File: config.mk
export PLATFORM = sky130hd
export DESIGN_NAME = mux_stim_gen
export DESIGN_NICKNAME = d
export VERILOG_FILES = /design/src/rtl/mux_stim_gen.sv
export SDC_FILE = /design/constraint.sdc
export NUM_CORES = 1
export LEC_CHECK = 0
export ABC_AREA = 1
export BUFFER_PORTS_ARGS = -buffer_cell sky130_fd_sc_hd__buf_2
export CAP_MARGIN = 20
export CORE_MARGIN = 3
export CORE_UTILIZATION = 49
export DETAILED_ROUTE_END_ITERATION = 10
export GPL_ROUTABILITY_DRIVEN = 1
export PLACE_DENSITY = 0.72
export SLEW_MARGIN = 20
export SYNTH_ARGS = -nofsm -noshare
export SYNTH_HDL_FRONTEND = slang
export SYNTH_SLANG_ARGS = --single-unit
File: constraint.sdc
create_clock -name clk_i -period 4.4 [get_ports clk_i]
set_input_delay 0.22 -clock clk_i [delete_from_list [all_inputs] [get_ports clk_i]]
set_output_delay 0.22 -clock clk_i [all_outputs]
set_load 0.01 [all_outputs]
File: src/rtl/mux_stim_gen.sv
// Clocked stimulus generator for an N-to-1 mux under test: sweeps the select
// through fixed data patterns and publishes the expected output with a strobe.
// Define MUX_STIM_RANDOM_EN to add a fifth, LFSR-driven step per channel.
module mux_stim_gen #(
    parameter int unsigned WIDTH    = 1,
    parameter int unsigned CHANNELS = 4,
    parameter int unsigned SEL_W    = 2,
    parameter int unsigned HOLD     = 10,
    parameter logic [15:0] SEED     = 16'hACE1
) (
    input  logic                      clk_i,
    input  logic                      rst_i,
    input  logic                      start_i,
    input  logic                      abort_i,
    output logic [CHANNELS*WIDTH-1:0] data_o,
    output logic [SEL_W-1:0]          sel_o,
    output logic [WIDTH-1:0]          expected_o,
    output logic                      valid_o,
    output logic                      busy_o,
    output logic                      done_o
);

`ifdef MUX_STIM_RANDOM_EN
    localparam int unsigned NSTEP = 5;
`else
    localparam int unsigned NSTEP = 4;
`endif
    localparam int unsigned      HW     = (HOLD > 1) ? $clog2(HOLD) : 1;
    localparam logic [HW-1:0]    H_LAST = HW'(HOLD - 1);
    localparam logic [SEL_W-1:0] C_LAST = SEL_W'(CHANNELS - 1);
    localparam logic [2:0]       S_LAST = 3'(NSTEP - 1);
    localparam logic [WIDTH-1:0] PAT    = WIDTH'({WIDTH{2'b01}});

    // A zero seed would lock the LFSR at zero.
    if (CHANNELS < 2 || (2 ** SEL_W) < CHANNELS || HOLD < 1 || SEED == 16'h0) begin : g_param_check
        $error("mux_stim_gen: invalid parameter set");
    end

    typedef enum logic [1:0] {IDLE, RUN, FIN} state_t;

    state_t                    st_q, st_d;
    logic [SEL_W-1:0]          c_q, c_d;
    logic [2:0]                s_q, s_d;
    logic [HW-1:0]             h_q, h_d;
    logic [CHANNELS*WIDTH-1:0] data_q, data_d;
    logic [SEL_W-1:0]          sel_q, sel_d;
    logic [WIDTH-1:0]          exp_q, exp_d;
    logic                      valid_q, valid_d;
    logic                      busy_q, busy_d;
    logic                      done_q, done_d;
    logic [WIDTH-1:0]          lane_sel, lane_oth;
`ifdef MUX_STIM_RANDOM_EN
    logic [15:0]               lfsr_q, lfsr_d;
    logic [WIDTH-1:0]          rnd;
`endif

    always_comb begin
        st_d     = st_q;
        c_d      = c_q;
        s_d      = s_q;
        h_d      = h_q;
        lane_sel = '0;
        lane_oth = '0;
        data_d   = '0;
        sel_d    = '0;
        exp_d    = '0;
        valid_d  = 1'b0;
        busy_d   = 1'b0;
`ifdef MUX_STIM_RANDOM_EN
        lfsr_d   = lfsr_q;
        rnd      = '0;
`endif
        case (st_q)
            IDLE: begin
                if (start_i && !abort_i) begin
                    st_d = RUN;
                    c_d  = '0;
                    s_d  = '0;
                    h_d  = '0;
                end
            end
            RUN: begin
                if (abort_i) begin
                    st_d = IDLE;
                    c_d  = '0;
                    s_d  = '0;
                    h_d  = '0;
                end else if (h_q == H_LAST) begin
                    h_d = '0;
                    if (s_q == S_LAST) begin
                        s_d = '0;
                        if (c_q == C_LAST) begin
                            st_d = FIN;
                            c_d  = '0;
                        end else begin
                            c_d = c_q + 1'b1;
                        end
                    end else begin
                        s_d = s_q + 3'd1;
                    end
                end else begin
                    h_d = h_q + 1'b1;
                end
            end
            FIN:     st_d = IDLE;
            default: st_d = IDLE;
        endcase

        // Outputs are computed from the next state so they register in step.
        if (st_d == RUN) begin
`ifdef MUX_STIM_RANDOM_EN
            if (s_d == 3'd4 && h_d == '0)
                lfsr_d = {lfsr_q[14:0], lfsr_q[15] ^ lfsr_q[13] ^ lfsr_q[12] ^ lfsr_q[10]};
            rnd = WIDTH'({{WIDTH{1'b0}}, lfsr_d});
`endif
            case (s_d)
                3'd0:    begin lane_sel = '0;   lane_oth = '1;   end
                3'd1:    begin lane_sel = '1;   lane_oth = '0;   end
                3'd2:    begin lane_sel = PAT;  lane_oth = ~PAT; end
                3'd3:    begin lane_sel = ~PAT; lane_oth = PAT;  end
                default: begin lane_sel = '0;   lane_oth = '0;   end
            endcase
            for (int unsigned l = 0; l < CHANNELS; l++)
                data_d[l*WIDTH +: WIDTH] = (SEL_W'(l) == c_d) ? lane_sel : lane_oth;
            exp_d = lane_sel;
`ifdef MUX_STIM_RANDOM_EN
            if (s_d == 3'd4) begin
                for (int unsigned l = 0; l < CHANNELS; l++)
                    data_d[l*WIDTH +: WIDTH] = rnd ^ WIDTH'(l);
                exp_d = rnd ^ WIDTH'(c_d);
            end
`endif
            sel_d   = c_d;
            valid_d = (h_d == H_LAST);
            busy_d  = 1'b1;
        end
        done_d = (st_d == FIN);
    end

    always_ff @(posedge clk_i or posedge rst_i) begin
        if (rst_i) begin
            st_q    <= IDLE;
            c_q     <= '0;
            s_q     <= '0;
            h_q     <= '0;
            data_q  <= '0;
            sel_q   <= '0;
            exp_q   <= '0;
            valid_q <= 1'b0;
            busy_q  <= 1'b0;
            done_q  <= 1'b0;
`ifdef MUX_STIM_RANDOM_EN
            lfsr_q  <= SEED;
`endif
        end else begin
            st_q    <= st_d;
            c_q     <= c_d;
            s_q     <= s_d;
            h_q     <= h_d;
            data_q  <= data_d;
            sel_q   <= sel_d;
            exp_q   <= exp_d;
            valid_q <= valid_d;
            busy_q  <= busy_d;
            done_q  <= done_d;
`ifdef MUX_STIM_RANDOM_EN
            lfsr_q  <= lfsr_d;
`endif
        end
    end

    assign data_o     = data_q;
    assign sel_o      = sel_q;
    assign expected_o = exp_q;
    assign valid_o    = valid_q;
    assign busy_o     = busy_q;
    assign done_o     = done_q;

endmodule

After elaboration in Yosys (flattened, before gate mapping) --
Cells that the tools add are included.
Storage, ports and cells: flip-flop bits (word level) 21, input port bits 4, output and inout bits 10, word-level logic and storage cells 65
Operators by class: add/subtract/negate cells 3, equality and inequality tests 13, muxes and demuxes 32, reduce and logical (&&, ||, !) cells 7
Operators by type and width (number):
- $mux W2 | 11
- $mux W4 | 4
- $mux W3 | 4
- $eq A3 B2 Y1 const B | 3
- $mux W1 | 9
- $eq A4 B4 Y1 const B | 2
- $pmux W2 S2 | 2
- $pmux W4 S2 | 1
- $pmux W3 S2 | 1
- $add A4 B1 Y4 const B | 1
- $eq A2 B1 Y1 const B | 2
- $eq A2 B2 Y1 const A | 2
- $eq A2 B2 Y1 const B | 2
- $logic_not A2 Y1 | 2
- $reduce_or A2 Y1 | 2
- $add A3 B1 Y3 const B | 1
- $eq A3 B1 Y1 const B | 1
- $logic_not A3 Y1 | 1
- $add A2 B1 Y2 const B | 1
- $eq A1 B2 Y1 const A | 1
- $logic_and A1 B1 Y1 | 1
- $logic_not A1 Y1 | 1

Logic depth before layout (Yosys ltp) --
Gate-level depths: netlist of the first run.
depth in word-level cells 10, depth in mapped cells 13, gate-level depth less buffers 13

Worst setup path before layout of the first run --
No wires, ideal clock.
path type reg2reg, start register h_q[1], end register data_q[0] (netlist: data_o[0]), library setup time 0.118 ns, arrival time 1.428 ns, data required time 4.282 ns, path slack 2.854 ns, stages on the path, launching flop included 14, buffers on the path 0, period minus slack after synthesis 1.546 ns, cells stage by stage dfrtp_1 inv_1 ha_1 nand2_1 nor2_4 nand2_1 nand2_1 nand2_1 nand2_1 nand2_1 nor2_1 nand3_1 nand2_1 nor2_2
On the way: elaborated cells on any way between the ends 22, those cells by class eq/ne: 5; mux: 13; reduce/logical: 4
RTL lines:
- start: declaration | line 44 | logic [HW-1:0] h_q, h_d;
- start signal: assignment | line 145 | h_q <= '0;
- start signal: assignment | line 159 | h_q <= h_d;
- $eq A4 B4 Y1 | line 88 | end else if (h_q == H_LAST) begin
- $mux W2 | line 88
- $mux W2 | line 83 | if (abort_i) begin
- $pmux W2 S2 | line 73 | case (st_q)
- named net c_d[1] | line 42 | logic [SEL_W-1:0] c_q, c_d;
- $logic_not A2 Y1 | line 124 | data_d[l*WIDTH +: WIDTH] = (SEL_W'(l) == c_d) ? lane_sel : lane_oth;
- $mux W1 | line 124
- $mux W4 | line 110 | if (st_d == RUN) begin
- named net data_d[0] | line 45 | logic [CHANNELS*WIDTH-1:0] data_q, data_d;
- end signal: assignment | line 160 | data_q <= data_d;
- end: declaration | line 45
The timed path passes the listed nets, and every way through them passes these cells.

Final worst setup path of the first run --
start register h_q[0], end register sel_q[1] (netlist: sel_o[1])
On the way: cells in the longest elaborated chain, start to end 6, elaborated cells on any way between the ends 9, those cells by class eq/ne: 2; mux: 7
RTL lines:
- $eq A4 B4 Y1 | line 88
- $mux W2 | line 88
- $mux W2 | line 83
- $pmux W2 S2 | line 73
- named net st_d[0] | line 41 | state_t st_q, st_d;
- $eq A2 B1 Y1 | line 110
- $mux W2 | line 110
- named net sel_d[1] | line 46 | logic [SEL_W-1:0] sel_q, sel_d;
- end signal: assignment | line 161 | sel_q <= sel_d;
- end: declaration | line 46
The timed path passes the listed nets, and every way through them passes these cells.

==> results of run 1 <==
[logic make-up after synthesis]
group           Yosys count
compound gates           15
fa+ha+maj                 4
flops                    21
simple gates             80
buf+inv                  20
[placed cells by master (no fill, tap or decap), drive strengths merged]
| cell | instances |
|---|---|
| nand3b | 1 |
| o211ai | 1 |
| ha | 4 |
| clkbuf | 3 |
| buf | 13 |
| nor3 | 1 |
| nor2 | 22 |
| clkinv | 1 |
| nor4 | 1 |
| dfrtp | 21 |
| o22ai | 1 |
| nand3 | 16 |
| nand2 | 39 |
| a21oi | 7 |
| o21ai | 6 |
| inv | 20 |
[final cells by class]
cell class,instances,area share [%]
clock buffers,3,1.78
inverters,20,5.92
well taps,27,2.67
repair buffers,13,5.13
multi-input cells,99,42.6
clock inverters,1,0.395
flip-flops and latches,21,41.5
[power by group]
group	switching [uW]	internal, uW
Clock	58.1	33.9
Sequential	5.57	201
Combinational	31.1	15.0
[per-stage QoR]
stage	std cells	hold slack [ns]	area, sq um	utilization (%)
2_1_floorplan	140	0.197	1140	-
3_3_place_gp	180	0.389	1240	59.6
3_5_place_dp	180	0.401	1240	59.6
4_1_cts	184	0.0628	1270	60.9
5_1_grt	184	0.0580	1270	60.9
6_report	184	0.0469	1270	60.9
[state kept, by name (all words and copies together) (netlist names)]
register    count
busy_o          1
c_q             2
data_o          4
done_o          1
expected_o      1
h_q             4
s_q             3
sel_o           2
st_q            2
valid_o         1
[worst max-delay path: cells and delay by family (launching register included)]
kind | cells | cell delay [ns]
compound gates | 2 | 0.55
flops | 1 | 0.45
simple gates | 4 | 0.37
fa+ha+maj | 1 | 0.24
buf+inv | 1 | 0.15
[routing by layer]
layer / part of all wire (%) / up-vias / track usage [%]
met3: 4.5 / 6 / 3.27
met2: 48 / 31 / 33.5
met5: 0 / - / 0
met1: 45 / 427 / 22.4
li1: - / 479 / -
met4: 2.3 / 0 / 7.88
[path summary, 6_finish.rpt]
path / startpoint / to / slack, ns / depth (start not counted)
hold reg to reg: s_q[2]$_DFF_PP0_ / s_q[2]$_DFF_PP0_ / 0.61 / 2
hold / removal: rst_i / valid_o$_DFF_PP0_ / 0.05 / 2
setup reg to reg: h_q[0]$_DFF_PP0_ / sel_o[1]$_DFF_PP0_ / 2.59 / 8
min in group clk_i: abort_i / sel_o[0]$_DFF_PP0_ / 0.08 / 2
max in group asynchronous: rst_i / c_q[0]$_DFF_PP0_ / 3.86 / 2
setup / recovery: h_q[0]$_DFF_PP0_ / sel_o[1]$_DFF_PP0_ / 2.59 / 8
==> out/summary.json, run 1 <==
{
  "synth.yosys.seq_area_share_pct": 46.1,
  "die_area_sq_um": 2940,
  "root_buffer": "clkbuf_4",
  "maxCapViolCount": 0,
  "layout-drive-gt1-share_pct": 23.6,
  "synth_adder_area_share_pct": 4.39,
  "setup_slack_ns": 2.59,
  "power.leakage_uw": 0.000666,
  "syn-mean-instance-area_sq_um": 8.15,
  "yosys.area.top_type": "dfrtp_1",
  "initial_util_pct": 54.8,
  "final-setup-viol-count": 0,
  "synthSimpleGateAreaFrac_pct": 34.4,
  "synth.cell_area_sq_um": 1140,
  "critical_path_end_type": "flip-flop",
  "wire_per_inst_um": 12.3,
  "antenna_found_initial": 0,
  "gpl.final_weighted_congestion": 0.834,
  "globalRouteOverflowTotal": 0,
  "critPathArrivalTime_ns": 2.04,
  "share_of_the_synthesized_area_in_the_top_cell_type_pct": 46.1,
  "min_path_type": "in -> async",
  "ys_warn_count": 0,
  "fraction_of_the_mapped_netlist_area_in_compound_gates_pct": 8.55,
  "setup_repair_after_global_routing_missed_its_margin": "no",
  "dominant_combinational_cell_family_by_area_after_synthesis": "simple AND/OR/NAND/NOR gates",
  "crit_type": "reg -> reg",
  "area_of_combinational_cells_with_multiple_inputs_sq_um": 541,
  "clock_tree.htree_level_count": 1,
  "tritoncts.num_buffers": 3,
  "clock_sinks": 21,
  "regArea_sq_um": 526,
  "hpwl_mm": 1.82,
  "synth_async_sr_flop_share_pct": 100,
  "drt.antenna.violating_nets": 0,
  "core.rowCount": 16,
  "post-cts-setup-buffers": 0,
  "ir_drop_v": 0.000156,
  "muxShareOfSynthArea_pct": 0,
  "port_buffers": 13,
  "power.density_cell_area_nw_per_um2": 272,
  "yosys.cell_types.count": 21,
  "drt_drc_violations_left": 0,
  "die_x_um": 54.3,
  "drt_first_pass_iters": 4,
  "clkSlewWorstSetupHoldPaths_ns": 0.12,
  "crit_path_max_fanout": 7,
  "worst-endpoint-required_ns": 4.63,
  "post_synth_xor_area_fraction_pct": 0,
  "min_period_over_period_pct": 41.1,
  "grt_first_pass_wirelength_mm": 3.97,
  "design_power_total_uw": 345,
  "num-nets-final": 166,
  "ios": 14,
  "net_count_synth": 148,
  "finalSetupTns_ns": 0,
  "clock_path_buffers": 2,
  "final_hold_viol_count": 0,
  "timing_max_transition_violations_final": 0,
  "worstPathCellList": "ha_1 -> nand2_1 -> nor2_4 -> nand3_1 -> nand2_1 -> a21oi_1 -> inv_1 -> a21oi_1",
  "postCtsResizedCells": 0,
  "grt_use_total_pct": 18.9,
  "floorplan.core_area_sq_um": 2080,
  "first_global_vias": 956,
  "synth_edf_count": 0,
  "yosys.cell_count.top_type": "nand2_1",
  "routed_wirelength_mm": 2.27,
  "clock-skew-final_ns": 0.00159,
  "ys_ff_latch": 21,
  "grt_start_max_net_pins": 22,
  "synth.area.top_cells": "dfrtp_1, nand2_1, inv_1, nand3_1, nor2_1",
  "ctsHoldBuffers": 0,
  "ys_dominant_reg_cell": "dfrtp_1",
  "synth.cells.most_frequent": "nand2_1, dfrtp_1, inv_1, nor2_1, nand3_1",
  "syn2layout_area_growth_pct": 11.1,
  "detailedPlace.worstSlack_ns": 2.63,
  "timing.slew.headroom_pct": 46.5,
  "layout_min_cycle_time_ns": 1.81,
  "tritoncts": "done",
  "viasPerCell": 5.13,
  "worst_path_largest_cell_delay_ns": 0.45,
  "gate_count_post_synth": 140,
  "status": "completed",
  "fmaxAchievable_mhz": 553,
  "slowest_stage": "dfrtp_1",
  "drt_iter0_drc": 15,
  "transition_time_of_the_tightest_slew_check_pin_ns": 0.802,
  "fillers": 201,
  "vias": 943,
  "antenna_cells": 0,
  "critPathLaunchType": "flip-flop",
  "worst_skew_pair.late_latency_ns": 0.30,
  "die_height_um": 54.3
}
Note: power is estimated with default switching activity, not from simulation.
==> run 2: changes to the inputs <==
- PLACE_DENSITY: 0.72 -> 0.75
- clock period: 4.4 -> 1.5 ns (I/O delays scaled with it)
==> run 2 against run 1 <==
The run now ends with DRC, setup timing left. Critical path depth increased by 4. Hold slack gained 0.14 ns. Global-route usage rose by 5.9 points. Sequential power rose to 2.9 times the previous value. Wire length up 51%. Count of clock-buffer cells in the layout did not move. Combinational power increased to 5.1 times the previous value. Critical path type unchanged. Highest routed layer unchanged.
==> out/summary.json, run 2 (same netlist as run 1, synthesis figures left out) <==
{
  "transition_time_of_the_tightest_slew_check_pin_ns": 0.330,
  "final-setup-viol-count": 14,
  "vias": 1202,
  "power.density_cell_area_nw_per_um2": 642,
  "drt_drc_violations_left": 2,
  "die_area_sq_um": 2940,
  "final_cell_mix": "buf_4, nand2_1, dfrtp_1",
  "grt_first_pass_wirelength_mm": 5.15,
  "status": "complete, but fails checks",
  "tritoncts.num_buffers": 3,
  "final_hold_viol_count": 0,
  "design_power_total_uw": 1120,
  "die_x_um": 54.3,
  "tritoncts": "done",
  "critPathArrivalTime_ns": 2.02,
  "initial_util_pct": 54.8,
  "drt_iter0_drc": 44,
  "numPlacedInstances": 204,
  "core.rowCount": 16,
  "die_height_um": 54.3,
  "final_cell_area_sq_um": 1750,
  "fillers": 111,
  "drt.antenna.violating_nets": 0,
  "port_buffers": 13,
  "drt_first_pass_iters": 7,
  "placedInstanceArea_sq_um": 1430,
  "critPathLaunchType": "flip-flop",
  "final_common_cell": "buf_4",
  "setup_slack_ns": -0.283,
  "num-nets-final": 209,
  "crit_type": "reg -> reg",
  "hpwl_mm": 2.05,
  "maxCapViolCount": 0,
  "worst_skew_pair.late_latency_ns": 0.31,
  "syn2layout_area_growth_pct": 53.0,
  "ir_drop_v": 0.000569,
  "ios": 14,
  "detailedPlace.worstSlack_ns": -0.271,
  "clock_sinks": 21,
  "gpl.final_weighted_congestion": 0.851,
  "wire_per_inst_um": 15.1,
  "fmaxAchievable_mhz": 561,
  "layout_min_cycle_time_ns": 1.78,
  "crit_path_max_fanout": 6,
  "violated_checks": "DRC, setup timing",
  "antenna_cells": 0,
  "layout-drive-gt1-share_pct": 52.0,
  "first_global_vias": 1183,
  "clkSlewWorstSetupHoldPaths_ns": 0.11,
  "critical_path_end_type": "flip-flop",
  "post_layout_nonfiller_instances": 227,
  "min_period_over_period_pct": 119,
  "root_buffer": "clkbuf_4",
  "worst-endpoint-required_ns": 1.74,
  "grt_start_max_net_pins": 22,
  "fin_hold_ws_ns": 0.185,
  "min_path_type": "in -> reg",
  "floorplan.core_area_sq_um": 2080,
  "clock_path_buffers": 2,
  "timing.slew.headroom_pct": 77.8,
  "grt_use_total_pct": 24.8,
  "power.leakage_uw": 0.000909,
  "viasPerCell": 5.30,
  "timing_max_transition_violations_final": 0,
  "antenna_found_initial": 0,
  "clock_tree.htree_level_count": 1,
  "clock-skew-final_ns": 0.0130,
  "routed_wirelength_mm": 3.43,
  "setup_repair_after_global_routing_missed_its_margin": "yes",
  "globalRouteOverflowTotal": 0
}
==> run 2: cell count changes in the layout (fill, tap and decap cells not counted), moves of 4 or more <==
| cell | previous run | this run |
|---|---|---|
| nand3_1 | 13 | 9 |
| nand2_1 | 33 | 26 |
| buf_4 | 0 | 40 |
| inv_2 | 2 | 7 |
| inv_1 | 18 | 13 |
| nand2_4 | 2 | 7 |
==> run 2: path summary, 6_finish.rpt <==
kind / start / end / slack [ns] / cells past startpoint
max in group asynchronous: rst_i / st_q[1]$_DFF_PP0_ / 0.94 / 4
hold / removal: abort_i / done_o$_DFF_PP0_ / 0.19 / 5
setup / recovery: h_q[1]$_DFF_PP0_ / data_o[2]$_DFF_PP0_ / -0.28 / 12
setup reg to reg: h_q[1]$_DFF_PP0_ / data_o[2]$_DFF_PP0_ / -0.28 / 12
hold reg to reg: st_q[1]$_DFF_PP0_ / sel_o[0]$_DFF_PP0_ / 0.59 / 1
min in group asynchronous: rst_i / data_o[1]$_DFF_PP0_ / 0.31 / 4
==> run 2: cell type report <==
| cell class | count | area, sq um | share of cell area [%] |
|---|---|---|---|
| clock inverter | 1 | 5.00 | 0.287 |
| sequential | 21 | 527 | 30.2 |
| timing repair buffer | 56 | 397 | 22.7 |
| tap | 27 | 33.8 | 1.94 |
| inverter | 20 | 75.1 | 4.30 |
| multi-input combinational | 99 | 686 | 39.3 |
| clock buffer | 3 | 22.5 | 1.29 |
==> run 2: what timing repair did <==
| item | CTS | global route |
|---|---|---|
| resized for setup | 21 | 17 |
| endpoints found under the setup margin | 8 | 17 |
| hold endpoints to repair | 22 | 0 |
| setup buffers | 10 | 7 |
| pin swaps | 9 | 12 |
| hold buffers | 2 | 0 |
==> run 2: stage by stage <==
step	utilization, %	TNS [ns]
global placement	68.8	-0.807
finish	83.8	-1.92
CTS	78.7	-0.606
detailed placement	68.8	-1.38
floorplan	-	-0.134
global route	83.8	-3.55
==> run 2: worst max-delay path: stages (launching register included) <==
cell and delay (ns):
dfrtp_1 0.42, inv_2 0.09, ha_4 0.14, nand2_2 0.07
nor2_4 0.21, nand2_4 0.10, nor2_4 0.15, inv_2 0.06
nand2_4 0.09, nand3_4 0.09, nand3_1 0.10, nand2_1 0.06
nor2_2 0.13
==> run 2: power by group <==
| part | switching [uW] | leakage, uW | internal, uW |
|---|---|---|---|
| combinational | 127 | 0.000608 | 108 |
| clock | 180 | 0.0000177 | 99.5 |
| sequential | 16.6 | 0.000284 | 590 |
| total | 324 | 0.000909 | 797 |
==> run 2: per-layer routing <==
metal	track usage (%)	routed length (um)
met3	4.09	275
met1	30.2	1350
met5	0	0
met4	11.6	123
met2	42.4	1680
==> run 3: changes to the inputs <==
==> constraint.sdc (replaced) <==
create_clock -name clk_i -period 1.5 [get_ports clk_i]
set_input_delay 0.225 -clock clk_i [delete_from_list [all_inputs] [get_ports clk_i]]
set_output_delay 0.225 -clock clk_i [all_outputs]
set_load 0.01 [all_outputs]
==> run 3 against run 2 <==
The run ends with setup timing left. Die area unchanged. Register-to-register slack got worse by 0.05 ns. Count of clock-buffer cells in the layout unchanged. Cell count unchanged. Largest power group unchanged. Highest routed layer unchanged.
==> out/summary.json, run 3 (same netlist as run 1, synthesis figures left out) <==
{
  "finalSetupTns_ns": -1.75,
  "worst_skew_pair.late_latency_ns": 0.32,
  "fmaxAchievable_mhz": 546,
  "num-nets-final": 209,
  "die_area_sq_um": 2940,
  "critPathLaunchType": "flip-flop",
  "root_buffer": "clkbuf_4",
  "routed_wirelength_mm": 3.89,
  "ir_drop_v": 0.000686,
  "drt_drc_violations_left": 0,
  "swShare_pct": 30.7,
  "grt_use_total_pct": 24.7,
  "hpwl_mm": 1.91,
  "worstPathCellList": "inv_2 -> ha_4 -> nand2_4 -> nor2_4 -> nand2_1 -> nand2_1 -> nand2_1 -> nand2_2 -> nand2_4 -> nor2_2 -> nand3_1 -> nand2_1 -> nor2_1",
  "worst-path-buf-inv": 1,
  "fin_hold_ws_ns": 0.0515,
  "drt_first_pass_iters": 4,
  "netSwitchingPower_uw": 357,
  "clock_sinks": 21,
  "port_buffers": 13,
  "die_height_um": 54.3,
  "clock_path_buffers": 2,
  "worst-r2r-cell-count": 13,
  "globalRouteOverflowTotal": 0,
  "min_period_over_period_pct": 122,
  "placedInstanceArea_sq_um": 1440,
  "die_x_um": 54.3,
  "min_path_type": "in -> reg",
  "critical_path_end_type": "flip-flop",
  "floorplan.core_area_sq_um": 2080,
  "critPathArrivalTime_ns": 2.05,
  "drt.antenna.violating_nets": 0,
  "core.rowCount": 16,
  "vias": 1223,
  "first_global_vias": 1138,
  "internal-power_uw": 806,
  "seq_power_share_pct": 52.1,
  "crit_path_max_fanout": 6,
  "gpl.final_weighted_congestion": 0.859,
  "initial_util_pct": 54.8,
  "maxCapViolCount": 0,
  "status": "complete, but fails checks",
  "clock_tree.htree_level_count": 1,
  "drt_iter0_drc": 40,
  "transition_time_of_the_tightest_slew_check_pin_ns": 0.291,
  "syn2layout_area_growth_pct": 60.0,
  "final_cell_mix": "buf_4, dfrtp_1, nand2_1",
  "setup_slack_ns": -0.331,
  "critical-path-top-cell-by-count": "nand2_1",
  "fillers": 98,
  "tritoncts.num_buffers": 3,
  "worst-path-stages": 13,
  "violated_checks": "setup timing",
  "final_common_cell": "buf_4",
  "tritoncts": "done",
  "grt_start_max_net_pins": 22,
  "layout-drive-gt1-share_pct": 58.5,
  "worst-endpoint-required_ns": 1.72,
  "antenna_cells": 0,
  "ios": 14,
  "min_path_cells": 2,
  "slowest_stage": "dfrtp_1",
  "path_delay_family": "simple AND/OR/NAND/NOR gates",
  "final_cell_area_sq_um": 1830,
  "viasPerCell": 5.39,
  "crit_type": "reg -> reg",
  "wire_per_inst_um": 17.1,
  "setup_repair_after_global_routing_missed_its_margin": "yes",
  "pwr-share-clk_pct": 25.1,
  "clkSlewWorstSetupHoldPaths_ns": 0.12,
  "detailedPlace.worstSlack_ns": -0.214,
  "grt_first_pass_wirelength_mm": 5.11,
  "timing.slew.headroom_pct": 80.6,
  "power.share.combinational_pct": 22.9,
  "final_hold_viol_count": 0,
  "timing_max_transition_violations_final": 0,
  "power.density_cell_area_nw_per_um2": 637,
  "layout_min_cycle_time_ns": 1.83,
  "clock-skew-final_ns": 0.00187,
  "antenna_found_initial": 0,
  "final-setup-viol-count": 10,
  "worst_path_largest_cell_delay_ns": 0.41,
  "power.leakage_uw": 0.000945
}
[run 3: worst paths after layout]
check	startpoint	to	slack [ns]
setup reg to reg	h_q[1]$_DFF_PP0_	data_o[1]$_DFF_PP0_	-0.33
setup / recovery	h_q[1]$_DFF_PP0_	data_o[1]$_DFF_PP0_	-0.33
hold / removal	abort_i	sel_o[0]$_DFF_PP0_	0.05
max in group asynchronous	rst_i	st_q[1]$_DFF_PP0_	0.81
min in group asynchronous	rst_i	done_o$_DFF_PP0_	0.46
hold reg to reg	st_q[1]$_DFF_PP0_	sel_o[0]$_DFF_PP0_	0.62
[run 3: cell type report]
cell class,instances,area (sq um),share of cell area [%]
timing repair buffer,56,398,21.8
tap,27,33.8,1.85
inverter,20,75.1,4.11
clock inverter,1,5.00,0.274
clock buffer,3,22.5,1.23
multi-input combinational,99,764,41.9
sequential,21,527,28.9
[run 3: metal layers]
layer	vias to the layer above	part of all wire, %	track usage, %
li1	570	-	-
met5	-	0	0
met1	582	39	30.6
met4	0	3.9	12.9
met3	20	4.2	3.27
met2	51	52	41.4
[run 3: what timing repair did]
| item | 4_1_cts | 5_1_grt |
|---|---|---|
| endpoints found under the setup margin | 8 | 12 |
| buffers inserted | 9 | 10 |
| endpoints found under the hold margin | 21 | 0 |
| hold buffers | 1 | 0 |
| pin swaps | 10 | 18 |
| resized for setup | 25 | 34 |
[run 3: metrics by stage]
stage	cells	power, uW	util (%)
6_report	227	1160	87.7
3_3_place_gp	205	788	69.2
4_1_cts	219	1120	79.8
2_1_floorplan	140	716	-
5_1_grt	227	1210	87.7
3_5_place_dp	205	796	69.2
[run 3: power groups by stage]
stage	Clock, uW	Combinational, uW	Sequential (uW)
2_1_floorplan	0	94.9	621
3_3_place_gp	0	175	612
3_5_place_dp	0	183	613
4_1_cts	293	220	603
5_1_grt	319	285	607
6_report	292	266	605
